### config.mk
export PLATFORM = sky130hd
export DESIGN_NAME = alu_issue_stage
export DESIGN_NICKNAME = d
export VERILOG_FILES = /design/src/rtl/alu_pkg.sv /design/src/rtl/alu_cmd_fifo.sv /design/src/rtl/alu_issue_stage.sv
export SDC_FILE = /design/constraint.sdc
export NUM_CORES = 1
export LEC_CHECK = 0
export BUFFER_PORTS_ARGS = -buffer_cell sky130_fd_sc_hd__buf_2
export CELL_PAD_IN_SITES_DETAIL_PLACEMENT = 0
export CELL_PAD_IN_SITES_GLOBAL_PLACEMENT = 1
export CORE_MARGIN = 1
export CORE_UTILIZATION = 45
export CTS_CLUSTER_SIZE = 10
export DETAILED_ROUTE_END_ITERATION = 10
export PLACE_DENSITY = 0.75
export SYNTH_ARGS = -nofsm -noshare
export SYNTH_HDL_FRONTEND = slang
export SYNTH_HIERARCHICAL = 1
export SYNTH_SLANG_ARGS = --single-unit
### constraint.sdc
create_clock -name clk -period 6.8 [get_ports clk]
set_input_delay 0 -clock clk [delete_from_list [all_inputs] [get_ports clk]]
set_output_delay 0 -clock clk [all_outputs]
set_load 0.01 [all_outputs]
### src/rtl/alu_pkg.sv
// Shared definitions for the ALU issue stage: opcode width, opcode
// enumeration and the legality check applied when a result is captured.
package alu_pkg;

    localparam int OP_W = 3;

    typedef enum logic [OP_W-1:0] {
        OP_ADD = 3'b000,
        OP_SUB = 3'b001,
        OP_AND = 3'b010,
        OP_OR  = 3'b011,
        OP_XOR = 3'b100
    } alu_op_e;

    // Opcodes above OP_XOR have no ALU function; the ALU returns 0 for them.
    function automatic logic is_legal_op(input logic [OP_W-1:0] op);
        return (op <= OP_XOR);
    endfunction

endpackage

### src/rtl/alu_cmd_fifo.sv
// Command FIFO for the ALU issue stage: DEPTH entries of {op, a, b},
// wrap-around pointers, occupancy count and synchronous flush.
// The command struct is declared here because its width follows WIDTH;
// commands cross the port boundary as flat vectors.
module alu_cmd_fifo
    import alu_pkg::*;
#(
    parameter int WIDTH = 8,
    parameter int DEPTH = 4
) (
    input  logic                          clk,
    input  logic                          rst,
    input  logic                          flush,
    input  logic                          wr_en,
    input  logic [OP_W+2*WIDTH-1:0]       wr_data,
    input  logic                          rd_en,
    output logic [OP_W+2*WIDTH-1:0]       rd_data,
    output logic [$clog2(DEPTH):0]        count,
    output logic                          full
);

    localparam int CMD_W = OP_W + 2 * WIDTH;
    localparam int PTR_W = $clog2(DEPTH);
    localparam int CNT_W = PTR_W + 1;

    typedef struct packed {
        logic [OP_W-1:0]  op;
        logic [WIDTH-1:0] a;
        logic [WIDTH-1:0] b;
    } alu_cmd_t;

    alu_cmd_t          mem [DEPTH];
    logic [PTR_W-1:0]  wr_ptr;
    logic [PTR_W-1:0]  rd_ptr;
    logic              push;
    logic              pop;

    // A full FIFO refuses pushes even when popping; flush discards both sides.
    assign full    = (count == CNT_W'(DEPTH));
    assign push    = wr_en && !full && !flush;
    assign pop     = rd_en && (count != '0) && !flush;
    assign rd_data = CMD_W'(mem[rd_ptr]);

    // Storage write: data path only, never reset.
    always_ff @(posedge clk) begin
        if (push) begin
            mem[wr_ptr] <= alu_cmd_t'(wr_data);
        end
    end

    // Pointer and occupancy update; rst takes priority over flush.
    always_ff @(posedge clk) begin
        if (rst || flush) begin
            wr_ptr <= '0;
            rd_ptr <= '0;
            count  <= '0;
        end else begin
            if (push) begin
                wr_ptr <= wr_ptr + PTR_W'(1);
            end
            if (pop) begin
                rd_ptr <= rd_ptr + PTR_W'(1);
            end
            case ({push, pop})
                2'b10:   count <= count + CNT_W'(1);
                2'b01:   count <= count - CNT_W'(1);
                default: count <= count;
            endcase
        end
    end

endmodule

### src/rtl/alu_issue_stage.sv
// ALU issue stage: buffers {op, a, b} commands, presents the FIFO head to
// the combinational ALU and captures its result into a valid/ready output
// register. Optional statistics counters are enabled by ALU_ISSUE_STATS_EN.
module alu_issue_stage
    import alu_pkg::*;
#(
    parameter int WIDTH = 8,
    parameter int DEPTH = 4
) (
    input  logic                     clk,
    input  logic                     rst,
    input  logic                     flush,
    input  logic                     in_valid,
    output logic                     in_ready,
    input  logic [OP_W-1:0]          in_op,
    input  logic [WIDTH-1:0]         in_a,
    input  logic [WIDTH-1:0]         in_b,
    output logic [OP_W-1:0]          alu_op,
    output logic [WIDTH-1:0]         alu_a,
    output logic [WIDTH-1:0]         alu_b,
    input  logic [WIDTH-1:0]         alu_result,
    output logic                     out_valid,
    input  logic                     out_ready,
    output logic [WIDTH-1:0]         out_result,
    output logic [OP_W-1:0]          out_op,
    output logic                     out_err,
    output logic [$clog2(DEPTH):0]   count
`ifdef ALU_ISSUE_STATS_EN
    ,
    output logic [15:0]              issued_cnt,
    output logic [15:0]              illegal_cnt
`endif
);

    localparam int CMD_W = OP_W + 2 * WIDTH;

    typedef struct packed {
        logic [OP_W-1:0]  op;
        logic [WIDTH-1:0] a;
        logic [WIDTH-1:0] b;
    } alu_cmd_t;

    alu_cmd_t           cmd_in;
    logic [CMD_W-1:0]   head_raw;
    alu_cmd_t           head_p0;
    logic               full;
    logic               vld_p0;
    logic               load;

    logic               vld_p1;
    logic [WIDTH-1:0]   result_p1;
    logic [OP_W-1:0]    op_p1;
    logic               err_p1;

    assign cmd_in = '{op: in_op, a: in_a, b: in_b};

    alu_cmd_fifo #(
        .WIDTH (WIDTH),
        .DEPTH (DEPTH)
    ) u_fifo (
        .clk     (clk),
        .rst     (rst),
        .flush   (flush),
        .wr_en   (in_valid),
        .wr_data (CMD_W'(cmd_in)),
        .rd_en   (load),
        .rd_data (head_raw),
        .count   (count),
        .full    (full)
    );

    // ---- stage p0: FIFO head drives the ALU operands ----
    assign head_p0  = alu_cmd_t'(head_raw);
    assign vld_p0   = (count != '0);
    assign in_ready = !full;

    // Operands are zeroed when the FIFO is empty so the ALU sees a quiet bus.
    always_comb begin
        alu_op = '0;
        alu_a  = '0;
        alu_b  = '0;
        if (vld_p0) begin
            alu_op = head_p0.op;
            alu_a  = head_p0.a;
            alu_b  = head_p0.b;
        end
    end

    // Capture when a head exists and the output slot is free or draining.
    assign load = vld_p0 && (!vld_p1 || out_ready) && !flush;

    // ---- stage p1: registered result, valid/ready handshake ----
    always_ff @(posedge clk) begin
        if (rst) begin
            vld_p1    <= 1'b0;
            result_p1 <= '0;
            op_p1     <= '0;
            err_p1    <= 1'b0;
        end else if (flush) begin
            vld_p1 <= 1'b0;
        end else if (load) begin
            vld_p1    <= 1'b1;
            result_p1 <= alu_result;
            op_p1     <= head_p0.op;
            err_p1    <= !is_legal_op(head_p0.op);
        end else if (vld_p1 && out_ready) begin
            vld_p1 <= 1'b0;
        end
    end

    assign out_valid  = vld_p1;
    assign out_result = result_p1;
    assign out_op     = op_p1;
    assign out_err    = err_p1;

`ifdef ALU_ISSUE_STATS_EN
    // Saturating increment: counters stick at all-ones.
    function automatic logic [15:0] sat_inc(input logic [15:0] v);
        return (v == 16'hFFFF) ? v : v + 16'd1;
    endfunction

    // Issue statistics survive flush; only rst clears them.
    always_ff @(posedge clk) begin
        if (rst) begin
            issued_cnt  <= '0;
            illegal_cnt <= '0;
        end else if (load) begin
            issued_cnt <= sat_inc(issued_cnt);
            if (!is_legal_op(head_p0.op)) begin
                illegal_cnt <= sat_inc(illegal_cnt);
            end
        end
    end
`endif

endmodule

---- After elaboration in Yosys (flattened, before gate mapping) ----
Memories as Yosys holds them, arrays and structs flattened. A register that Yosys moved wholly into a read port is not among the register bits.
Index checks and enable logic that the tools add are counted.
word-level totals
  register bits after elaboration ......... 20
  memory bits (writable) .................. 76
  output and inout bits ................... 36
  word-level logic and storage cells ...... 45
  memories kept ........................... 1
memory list
  name        words  bits a word  rd ports  clocked after Yosys merged registers in  wr ports  line                source
  u_fifo.mem  4      19           1         1                                        1         alu_cmd_fifo.sv:32  alu_cmd_t mem [DEPTH];
operators by class
  $add $sub $neg .......................... 4
  order comparisons ....................... 1
  equality and inequality tests ........... 3
  mux-type cells .......................... 10
  bitwise logic cells ..................... 1
  reduce and logical (&&, ||, !) cells .... 18
operators by type and width
  kind                                                                   count
  8-bit two-way mux                                                      2
  1-bit logical AND                                                      7
  3-bit one-hot mux with 2 select lines                                  1
  2-bit by 1-bit adder with 2-bit output, second input constant          2
  1-bit zero test                                                        4
  1-bit two-way mux                                                      4
  2-bit two-way mux                                                      2
  2-bit nonzero test                                                     2
  3-bit by 1-bit adder with 3-bit output, second input constant          1
  3-bit equality test, second input constant                             1
  3-bit <= comparator, second input constant                             1
  3-bit two-way mux                                                      1
  3-bit nonzero test                                                     1
  3-bit by 1-bit subtractor with 3-bit output, second input constant     1
  2-bit by 1-bit equality test with 1-bit output, second input constant  1
  2-bit equality test, second input constant                             1
  1-bit logical OR                                                       2
  2-bit AND reduction                                                    1
  2-bit OR reduction                                                     1
  1-bit inverter                                                         1

---- Depth between registers and ports, before layout ----
Gate-level depths: netlist of run 1.
  word-level depth ........................ 8
  depth in mapped cells ................... 11
  gate-level depth less buffers ........... 10

---- Cells and area by module ----
The synthesis of run 1 kept the hierarchy.
by module, submodules not included
  module           times used  cells an instance  area each (sq um)  seq. area each (sq um)
  alu_cmd_fifo     1           153                3264.4             2462.4
  alu_issue_stage  1           79                 738.2              260.2

---- Least setup slack after synthesis of run 1 ----
No wires, ideal clock.
  kind .................................... flip-flop to flip-flop
  start ................................... register u_fifo.count[1]
  end ..................................... register u_fifo.count[2]
  data arrival time ....................... 2384 ps
  data required time ...................... 6730 ps
  setup slack ............................. 4346 ps
  stages on the path, launching flop included .. 12
  period minus slack after synthesis ...... 2454 ps
  path through ............................ dfxtp_1 nor3_4 nor3b_4 buf_8 o31ai_1 nor2_1 ha_1 inv_1 fa_1 xor2_1 or3_1 a21oi_1
between the ends
  longest elaborated chain between the ends .. 7
  elaborated cells on any way between the ends .. 15
ends and longest elaborated chain
  item                                                                                   line                   source
  start, declared                                                                        alu_cmd_fifo.sv:18     output logic [$clog2(DEPTH):0] count,
  start signal, assigned                                                                 alu_cmd_fifo.sv:65     2'b10: count <= count + CNT_W'(1);
  start signal, assigned                                                                 alu_cmd_fifo.sv:66     2'b01: count <= count - CNT_W'(1);
  start signal, assigned                                                                 alu_cmd_fifo.sv:67     default: count <= count;
  3-bit nonzero test *                                                                   alu_issue_stage.sv:74  assign vld_p0 = (count != '0);
  1-bit logical AND * (2 in a row)                                                       alu_issue_stage.sv:90  assign load = vld_p0 && (!vld_p1 || out_ready) && !flush;
  named net load                                                                         alu_issue_stage.sv:48  logic load;
  1-bit logical AND * (2 in a row)                                                       alu_cmd_fifo.sv:41     assign pop = rd_en && (count != '0) && !flush;
  named net u_fifo.pop                                                                   alu_cmd_fifo.sv:36     logic pop;
  2-bit by 1-bit equality test with 1-bit output or 2-bit equality test (tied branches)  alu_cmd_fifo.sv:64     case ({push, pop})
  3-bit one-hot mux with 2 select lines or 2-bit nonzero test (tied branches)            -
Mark *: on every way through the listed nets, which the timed path passes. The rest lies on a longest branch.
A chain may end at the register's enable or synchronous reset.

---- Final worst setup path of run 1 ----
  start ................................... register u_fifo.count[0]
  end ..................................... register u_fifo.count[2]
between the ends
  longest elaborated chain between the ends .. 7
  elaborated cells on any way between the ends .. 15
ends and longest elaborated chain
  item                                                                                   line
  3-bit nonzero test *                                                                   alu_cmd_fifo.sv:41, alu_issue_stage.sv:74
  1-bit logical AND (2 in a row)                                                         alu_issue_stage.sv:90
  1-bit logical AND * (2 in a row)                                                       alu_cmd_fifo.sv:41
  named net u_fifo.pop                                                                   alu_cmd_fifo.sv:36
  2-bit by 1-bit equality test with 1-bit output or 2-bit equality test (tied branches)  alu_cmd_fifo.sv:64
  3-bit one-hot mux with 2 select lines or 2-bit nonzero test (tied branches)            -
Marks and branches as above.

==> results.toml, run 1 <==
[sta]
holdWs_ns = 0.1728
fmax_ghz = 0.3162
tns_ns = 0
tightest_slew_ns = 1.053
rsz0062_at_grt = "false"
post-route-period-util = 0.4650
finalMaxSlewViolations = 0
finalSetupViolations = 0
worst_clock_skew_ns = 0.008684
slew_headroom = 0.2981
min_period_ns = 3.162
hold_viol = 0

[critical_path]
cp-end-kind = "register"
r2r-start = "u_fifo/count[0]$_SDFFE_PP0P_"
required_ns = 7.09
worstPathMaxFanout = 21
critPathLaunchType = "register"
critical_path.endpoint = "u_fifo/count[2]$_SDFFE_PP0P_"
cp-startpoint = "u_fifo/count[0]$_SDFFE_PP0P_"
reg2reg_to = "u_fifo/count[2]$_SDFFE_PP0P_"
critical_path_class = "reg2reg"
rr_worst_depth = 10
rrSetupSlack_ns = 3.64
crit_arrival_ns = 3.45

[synthesis]
synth_compound_area_frac = 0.01594
synthAdderAreaFrac = 0.02063
synth_simple_gate_area_share = 0.1007
synth_cell_types = 33
ys_warn_count = 6
synth_xor_area_frac = 0.008753
seq_area_frac_synth = 0.6802
syn_inst = 232
ys_seq_elements = 98
syn_nets = 270
synth_top_family_by_area = "multiplexers"
synthMuxAreaShare = 0.1457
synth.avg_cell_area_um2 = 17.25
synth_area_mm2 = 0.004003

[die]
ios = 68
die_area_mm2 = 0.009276
die_h_um = 96.31
dieWidth_um = 96.31
core_area_mm2 = 0.008678
initial_utilization = 0.4612
placementRows = 34

[power]
peakVddDrop_v = 0.0001225
p_leak_uw = 0.001784
power_uw = 1118
p_per_area_mw_per_mm2 = 227.4

[final_layout]
final_cells = 443
nNetsFinal = 369
antenna_cells = 0
synthToLayoutAreaGrowth_pct = 22.82
final_util = 0.5665
drive_gt1_frac = 0.2955

[placed_design]
dp_hpwl_mm = 4.017
io_buffers = 67
dp.cells = 398
gp_congestion = 0.7242

[detailed_routing]
route.detailed.drc = 0
wl_mm = 6.851
via_per_inst = 4.937
drt-pass1-iter-count = 4
dr_total_vias = 2187
routedWlPerCell_um = 15.47
drt-initial-drc-count = 82
ant_nets = 0

[global_routing]
grt_pass1_vias = 2128
grt_pass1_wl_mm = 10.43
grt_use_total = 0.1593
antenna_found_initial = 0
grt-ovfl-total = 0
grt_start_max_net_pins = 27

[cts]
post_cts.repair.setup_buffers = 0
cts_resized = 0
clk-insertion-delay-late_ns = 0.35
clk_pin_slew_ns = 0.09
cts_max_path_buffers = 2
cts_made_buffers = 9
cts.hold.buffers_added = 30
clock_sinks = 98
cts_tree = "built"
cts-root-buf = "clkbuf_8"
htree_levels = 3

[min_path]
hold_class = "in2reg"

[job]
cap_viol_max_count = 0

[outcome]
status = "finished, final reports clean"
[power breakdown]
part	leakage [uW]	total [uW]	switching, uW	internal [uW]
Sequential	0.000868	657	2.97	654
Clock	0.000104	399	193	207
Combinational	0.000812	61.8	28.8	33.1
[cell families (layout without fill, tap and decap cells)]
kind of cell	after synthesis	count (layout)
mux	31	31
compound gates	11	11
buf+inv	19	122
fa+ha+maj	6	6
xor+xnor	4	4
simple gates	63	63
flops	98	98
[synthesized netlist by cell type (all sizes together)]
cell / number / area share
a211oi: 1 / 0.0019
a21oi: 4 / 0.0050
and2: 4 / 0.0063
buf: 7 / 0.017
clkbuf: 3 / 0.0028
clkinv: 1 / 0.0012
dfxtp: 22 / 0.11
edfxtp: 76 / 0.57
fa: 1 / 0.0050
ha: 5 / 0.016
inv: 8 / 0.0075
mux2: 1 / 0.0028
mux2i: 11 / 0.028
mux4: 19 / 0.12
nand2b: 23 / 0.036
nand3: 2 / 0.0025
nor2: 8 / 0.0075
nor2b: 20 / 0.031
nor3: 2 / 0.0066
nor3b: 1 / 0.0047
o21ai: 4 / 0.0050
o311ai: 1 / 0.0022
o31ai: 1 / 0.0019
or2: 1 / 0.0016
or3: 1 / 0.0016
or3b: 1 / 0.0028
xor2: 4 / 0.0088
[cell usage in the layout, fill, tap and decap left out, types with 2 or more instances in the layout]
cell type	count
mux4_1	9
inv_1	8
nor2b_1	20
dlygate4sd3_1	30
xor2_1	4
nand3_1	2
mux2i_1	11
mux4_2	10
buf_2	67
edfxtp_1	76
o21ai_0	2
clkbuf_8	9
bufinv_16	2
and2_1	4
nand2b_1	23
inv_6	2
nor2_1	8
ha_1	5
o21ai_1	2
a21oi_1	4
dfxtp_1	22
[routing by layer]
| layer | part of all wire | wire [um] | vias up | global-route usage |
|---|---|---|---|---|
| met1 | 0.45 | 3053 | 1069 | 0.1948 |
| met4 | 0.013 | 87 | 0 | 0.07353 |
| met5 | 0 | 0 | - | 0 |
| li1 | - | - | 1062 | - |
| met3 | 0.047 | 324 | 7 | 0.03318 |
| met2 | 0.49 | 3385 | 49 | 0.2713 |
[metrics by stage]
stage | area (um2) | setup slack (ns)
final | 4916 | 3.638
after global routing | 4916 | 3.363
after CTS | 4916 | 3.590
after detailed placement | 4403 | 3.668
after global placement | 4403 | 3.766
after floorplan | 4003 | 4.346
[worst min-delay path by stage]
stage	cells after the start	from	end
floorplan	1	flush	out_valid$_SDFFE_PP0P_
global route	3	rst	out_err$_SDFFE_PP0P_
detailed placement	1	in_a[1]	u_fifo/mem[1][9]$_DFFE_PP_
finish	3	rst	out_err$_SDFFE_PP0P_
CTS	3	rst	out_err$_SDFFE_PP0P_
global placement	1	in_b[1]	u_fifo/mem[0][1]$_DFFE_PP_
[state kept, by name, indices dropped and copies added, names as in the netlist, named ones only]
| name | flops |
|---|---|
| out_op | 3 |
| u_fifo/mem | 76 |
| out_valid | 1 |
| u_fifo/wr_ptr | 2 |
| out_result | 8 |
| u_fifo/count | 3 |
| out_err | 1 |
| u_fifo/rd_ptr | 2 |
[worst max-delay path, cell delays in order, from the launching register on]
cell and delay [ns]:
dfxtp_1 0.51, nor3_4 0.19, nor3b_4 0.75, o31ai_1 0.25, nor2_1 0.17, ha_1 0.20, inv_1 0.06, fa_1 0.37
xor2_1 0.16, or3_1 0.31, a21oi_1 0.14
[cell type report]
type,instances,area (um2)
well taps,108,135.1
fillers,711,3762
inverters,9,35.03
repair buffers,98,643.1
flip-flops and latches,98,2723
multi-input cells,115,1167
clock buffers,9,123.9
clock inverters,6,88.84
No activity file was read; power rests on OpenSTA's default activity.
==> run 2: changes to the inputs <==
--- a/config.mk
+++ b/config.mk
@@ -9,10 +9,10 @@
 export CELL_PAD_IN_SITES_DETAIL_PLACEMENT = 0
 export CELL_PAD_IN_SITES_GLOBAL_PLACEMENT = 1
 export CORE_MARGIN = 1
-export CORE_UTILIZATION = 45
+export CORE_UTILIZATION = 42
 export CTS_CLUSTER_SIZE = 10
 export DETAILED_ROUTE_END_ITERATION = 10
-export PLACE_DENSITY = 0.75
+export PLACE_DENSITY = 0.74
 export SYNTH_ARGS = -nofsm -noshare
 export SYNTH_HDL_FRONTEND = slang
 export SYNTH_HIERARCHICAL = 1
==> constraint.sdc (replaced) <==
create_clock -name clk -period 2.54 [get_ports clk]
set_input_delay 0 -clock clk [delete_from_list [all_inputs] [get_ports clk]]
set_output_delay 0 -clock clk [all_outputs]
set_load 0.01 [all_outputs]
==> run 2 against run 1 <==
Effect of this change:
- count of clock-buffer cells in the layout stayed put
- flip-flop and latch count stayed put
- cell count is 6.5% higher
- critical path depth stayed put
- routed wire length is 4.5% higher
- global-route usage is 0.29 points lower
- clock power is 140% higher
- register-to-register slack worse by 3.5 ns
- critical endpoint unchanged
- largest cell class unchanged
- highest routed layer unchanged
==> results.toml, run 2 (synthesis gave the netlist of run 1 again) <==
[sta]
rsz0062_at_grt = "false"
post-route-period-util = 0.9306
hold_viol = 0
min_period_ns = 2.364
finalWorstSetupSlack_ns = 0.1763
worst_clock_skew_ns = 0.01169
tns_ns = 0
finalMaxSlewViolations = 0
fmax_ghz = 0.4231
finalSetupViolations = 0
slew_headroom = 0.7042
tightest_slew_ns = 0.4382

[final_layout]
antenna_cells = 0
nNetsFinal = 376
largest_reg_flops = 76
fillerInstances = 770
final_common_cell = "edfxtp_1"
largest_register = "u_fifo/mem"
mostFrequentLayoutCells = "edfxtp_1, buf_2, dlygate4sd3_1"
synthToLayoutAreaGrowth_pct = 24.10
drive_gt1_frac = 0.3120

[die]
core_area_mm2 = 0.009240
initial_utilization = 0.4332
placementRows = 35
ios = 68
die_area_mm2 = 0.009924
dieWidth_um = 99.62
die_h_um = 99.62

[critical_path]
crit_arrival_ns = 2.67
critPathLaunchType = "register"
rrSetupSlack_ns = 0.18
critical_path_class = "reg2reg"
reg2reg_to = "u_fifo/count[2]$_SDFFE_PP0P_"
cp-startpoint = "u_fifo/count[2]$_SDFFE_PP0P_"
critical_path.endpoint = "u_fifo/count[2]$_SDFFE_PP0P_"
cp-end-kind = "register"
rr_worst_depth = 10
r2r-start = "u_fifo/count[2]$_SDFFE_PP0P_"
worstPathMaxFanout = 7
required_ns = 2.84

[placed_design]
io_buffers = 67
dp_hpwl_mm = 4.343
gp_congestion = 0.7158
post-place-ws_ns = 0.1807

[cts]
clock_sinks = 98
clk-insertion-delay-late_ns = 0.36
htree_levels = 3
cts-root-buf = "clkbuf_8"
cts_tree = "built"
cts_made_buffers = 9
clk_pin_slew_ns = 0.10
cts_max_path_buffers = 2

[power]
power_uw = 2869
p_leak_uw = 0.001812
peakVddDrop_v = 0.0005979
p_per_area_mw_per_mm2 = 577.6

[global_routing]
grt_pass1_vias = 2273
grt_use_total = 0.1564
grt_pass1_wl_mm = 11.45
grt_start_max_net_pins = 27
grt-ovfl-total = 0
antenna_found_initial = 0

[detailed_routing]
dr_total_vias = 2213
drt-initial-drc-count = 73
via_per_inst = 4.689
ant_nets = 0
routedWlPerCell_um = 15.17
wl_mm = 7.161
route.detailed.drc = 0
drt-pass1-iter-count = 4

[outcome]
status = "finished, final reports clean"

[job]
cap_viol_max_count = 0

[min_path]
hold_class = "in2reg"
run 2: worst min-delay path by stage:
| stage | slack (ns) | startpoint | to | cells after the start |
|---|---|---|---|---|
| after floorplan | 0.08 | flush | out_valid$_SDFFE_PP0P_ | 1 |
| after global placement | 0.21 | in_a[5] | u_fifo/mem[3][13]$_DFFE_PP_ | 1 |
| after detailed placement | 0.22 | in_a[5] | u_fifo/mem[0][13]$_DFFE_PP_ | 1 |
| after CTS | 0.14 | rst | out_err$_SDFFE_PP0P_ | 3 |
| after global routing | 0.19 | rst | out_err$_SDFFE_PP0P_ | 3 |
| final | 0.15 | rst | out_err$_SDFFE_PP0P_ | 3 |
run 2: per-layer routing:
layer,GRT usage,share of wire,vias to the layer above
met5,0,0,-
met4,0.04864,0.012,0
met3,0.04427,0.050,9
met2,0.2671,0.49,68
met1,0.1934,0.45,1056
li1,-,-,1080
run 2: where the power goes:
group | total, uW | leakage (uW) | switching [uW] | internal [uW]
clock | 941 | 0.0000953 | 565 | 375
sequential | 1760 | 0.000868 | 8.26 | 1750
combinational | 171 | 0.000848 | 78.9 | 91.6
total | 2870 | 0.00181 | 653 | 2220
run 2: timing repair:
| item | in CTS | in global routing |
|---|---|---|
| hold buffers | 30 | 0 |
| gates resized for setup | 0 | 0 |
| setup buffers | 0 | 0 |
| hold endpoints to repair | 87 | 0 |
run 2: cell type report:
type | count | area (um2) | share of cell area
clock buffers | 9 | 123.9 | 0.02494
clock inverters | 7 | 61.31 | 0.01234
well taps | 129 | 161.4 | 0.03249
multi-input cells | 115 | 1167 | 0.2350
flip-flops and latches | 98 | 2723 | 0.5481
inverters | 9 | 35.03 | 0.007053
repair buffers | 105 | 695.7 | 0.1401
run 2: critical path: stages, from the launching register on:
cell and delay (ns):
dfxtp_1 0.48, or3b_4 0.44, clkinv_2 0.08, nor3_2 0.05, inv_1 0.06, ha_1 0.17, inv_1 0.06, fa_1 0.37
xor2_1 0.15, or3_1 0.30, a21oi_1 0.14
run 2: per-stage QoR:
step | area, um2 | hold slack (ns) | utilization | cells
6_report | 4967 | 0.1529 | 0.5376 | 472
5_1_grt | 4967 | 0.1855 | 0.5376 | 472
4_1_cts | 4967 | 0.1387 | 0.5376 | 472
3_5_place_dp | 4482 | 0.2182 | 0.4850 | 426
3_3_place_gp | 4482 | 0.2089 | 0.4850 | 426
2_1_floorplan | 4003 | 0.07847 | - | 232
==> run 3: changes to the inputs <==
--- a/config.mk
+++ b/config.mk
@@ -5,14 +5,16 @@
 export SDC_FILE = /design/constraint.sdc
 export NUM_CORES = 1
 export LEC_CHECK = 0
-export BUFFER_PORTS_ARGS = -buffer_cell sky130_fd_sc_hd__buf_2
 export CELL_PAD_IN_SITES_DETAIL_PLACEMENT = 0
 export CELL_PAD_IN_SITES_GLOBAL_PLACEMENT = 1
 export CORE_MARGIN = 1
-export CORE_UTILIZATION = 42
+export CORE_UTILIZATION = 45
 export CTS_CLUSTER_SIZE = 10
 export DETAILED_ROUTE_END_ITERATION = 10
-export PLACE_DENSITY = 0.74
+export DONT_BUFFER_PORTS = 1
+export PLACE_DENSITY = 0.7
+export RECOVER_POWER = 50
+export REMOVE_ABC_BUFFERS = 1
 export SYNTH_ARGS = -nofsm -noshare
 export SYNTH_HDL_FRONTEND = slang
 export SYNTH_HIERARCHICAL = 1
==> run 3 against run 2 <==
Effect of this change:
- maximum frequency increased by 0.46%
- cell count decreased by 17%
- global-route usage increased by 0.13 points
- setup slack improved by 0.011 ns
- count of clock-buffer cells in the layout unchanged
- critical path type unchanged
- largest power group unchanged
- highest routed layer unchanged
==> results.toml, run 3 (synthesis gave the netlist of run 1 again) <==
[power]
switching_share = 0.2253
peakVddDrop_v = 0.0002668
pwr-share-seq = 0.622
power_uw = 2827
p_leak_uw = 0.001498
p_int_uw = 2190
power_switching_uw = 636.9
clkPwrFrac = 0.329
comb_power_share = 0.049
p_per_area_mw_per_mm2 = 609.5

[final_layout]
mostFrequentLayoutCells = "edfxtp_1, dlygate4sd3_1, nand2b_1"
synthToLayoutAreaGrowth_pct = 15.88
final_common_cell = "edfxtp_1"
antenna_cells = 0
largest_reg_flops = 76
drive_gt1_frac = 0.1418
nNetsFinal = 315
largest_register = "u_fifo/mem"

[cts]
cts_made_buffers = 9
cts_max_path_buffers = 2
post_cts.repair.setup_buffers = 0
cts_tree = "built"
clk_pin_slew_ns = 0.09
htree_levels = 3
clock_sinks = 98
cts-root-buf = "clkbuf_8"
clk-insertion-delay-late_ns = 0.36

[critical_path]
crit_arrival_ns = 2.64
critical_path_class = "reg2reg"
cp-end-kind = "register"
reg2reg_to = "u_fifo/count[2]$_SDFFE_PP0P_"
rr_worst_depth = 10
rrSetupSlack_ns = 0.19
worstPathMaxFanout = 7
critPathLaunchType = "register"
r2r-start = "u_fifo/count[2]$_SDFFE_PP0P_"
required_ns = 2.83

[sta]
slew_headroom = 0.3832
holdWs_ns = 0.1292
finalSetupViolations = 0
rsz0062_at_grt = "false"
post-route-period-util = 0.9263
min_period_ns = 2.353
finalMaxSlewViolations = 0
tightest_slew_ns = 0.9252
hold_viol = 0
worst_clock_skew_ns = 0.01246
fmax_ghz = 0.4250

[die]
die_area_mm2 = 0.009276
dieWidth_um = 96.31
placementRows = 34
die_h_um = 96.31
ios = 68
core_area_mm2 = 0.008678
initial_utilization = 0.4612

[detailed_routing]
route.detailed.drc = 0
ant_nets = 0
drt-initial-drc-count = 89
dr_total_vias = 1994
via_per_inst = 5.113
routedWlPerCell_um = 17.79
wl_mm = 6.938
drt-pass1-iter-count = 4

[min_path]
hold_class = "in2reg"
hold_end = "u_fifo/count[0]$_SDFFE_PP0P_"
hold_start = "flush"
hold_depth = 5

[global_routing]
grt-ovfl-total = 0
grt_use_total = 0.1577
grt_start_max_net_pins = 27
antenna_found_initial = 0
grt_pass1_wl_mm = 10.36
grt_pass1_vias = 1988

[placed_design]
io_buffers = 0
gp_congestion = 0.6772
dp_hpwl_mm = 4.314

[outcome]
status = "finished, final reports clean"

[job]
cap_viol_max_count = 0
==> run 3: cell count changes in the layout (fill, tap and decap cells not counted), sizes merged <==
cell / delta
inv: +1
buf: -67
dlygate4sd3: +2
clkinvlp: +3
clkbuf: +4
clkinv: -4
==> run 3: routing by layer <==
layer / wire length [um] / global-route usage
met5: 0 / 0
met4: 98 / 0.06373
met3: 331 / 0.04660
met2: 3341 / 0.2405
met1: 3167 / 0.2126
==> run 3: area by class of cell <==
| cell class | instances | area, um2 |
|---|---|---|
| multi-input cells | 115 | 1156 |
| clock buffers | 9 | 123.9 |
| fillers | 754 | 4040 |
| well taps | 108 | 135.1 |
| repair buffers | 44 | 407.9 |
| clock inverters | 7 | 57.56 |
| inverters | 9 | 35.03 |
| flip-flops and latches | 98 | 2723 |
==> run 3: repair_timing <==
action | in CTS | in global routing
resized for setup | 0 | 0
endpoints found under the setup margin | 0 | 0
hold buffers | 32 | 0
endpoints found under the hold margin | 98 | 0
==> run 3: worst max-delay path by stage <==
stage	end	cells past startpoint	startpoint	slack, ns
finish	u_fifo/count[2]$_SDFFE_PP0P_	10	u_fifo/count[2]$_SDFFE_PP0P_	0.19
global route	u_fifo/count[2]$_SDFFE_PP0P_	10	u_fifo/count[1]$_SDFFE_PP0P_	0.07
CTS	u_fifo/count[2]$_SDFFE_PP0P_	10	u_fifo/count[2]$_SDFFE_PP0P_	0.11
detailed placement	u_fifo/count[2]$_SDFFE_PP0P_	10	u_fifo/count[2]$_SDFFE_PP0P_	0.13
global placement	u_fifo/count[2]$_SDFFE_PP0P_	10	u_fifo/count[2]$_SDFFE_PP0P_	0.24
floorplan	u_fifo/count[2]$_SDFFE_PP0P_	10	u_fifo/count[0]$_SDFFE_PP0P_	-0.25
==> run 3: metrics by stage <==
stage / TNS, ns / setup WS (ns) / area, um2 / instances / utilization
2_1_floorplan: -0.2632 / -0.2502 / 3925 / 222 / -
3_3_place_gp: 0 / 0.2354 / 4163 / 342 / 0.4797
3_5_place_dp: 0 / 0.1310 / 4163 / 342 / 0.4797
4_1_cts: 0 / 0.1114 / 4664 / 390 / 0.5375
5_1_grt: 0 / 0.06636 / 4638 / 390 / 0.5345
6_report: 0 / 0.1871 / 4638 / 390 / 0.5345
==> run 3: critical path: stages (launching register included) <==
cell and delay (ns):
dfxtp_1 0.43, or3b_4 0.43, clkinv_2 0.09, nor3_2 0.05, inv_1 0.05, ha_1 0.18
inv_1 0.06, fa_1 0.37, xor2_1 0.16, or3_1 0.31, a21oi_1 0.16
==> run 3: power by group through the flow <==
| stage | sequential [uW] | combinational [uW] | clock, uW |
|---|---|---|---|
| after global placement | 1800 | 84.5 | 0 |
| after global routing | 1760 | 152 | 1020 |
| final | 1760 | 138 | 929 |
| after floorplan | 1800 | 62.8 | 0 |
| after detailed placement | 1800 | 85.1 | 0 |
| after CTS | 1760 | 140 | 952 |
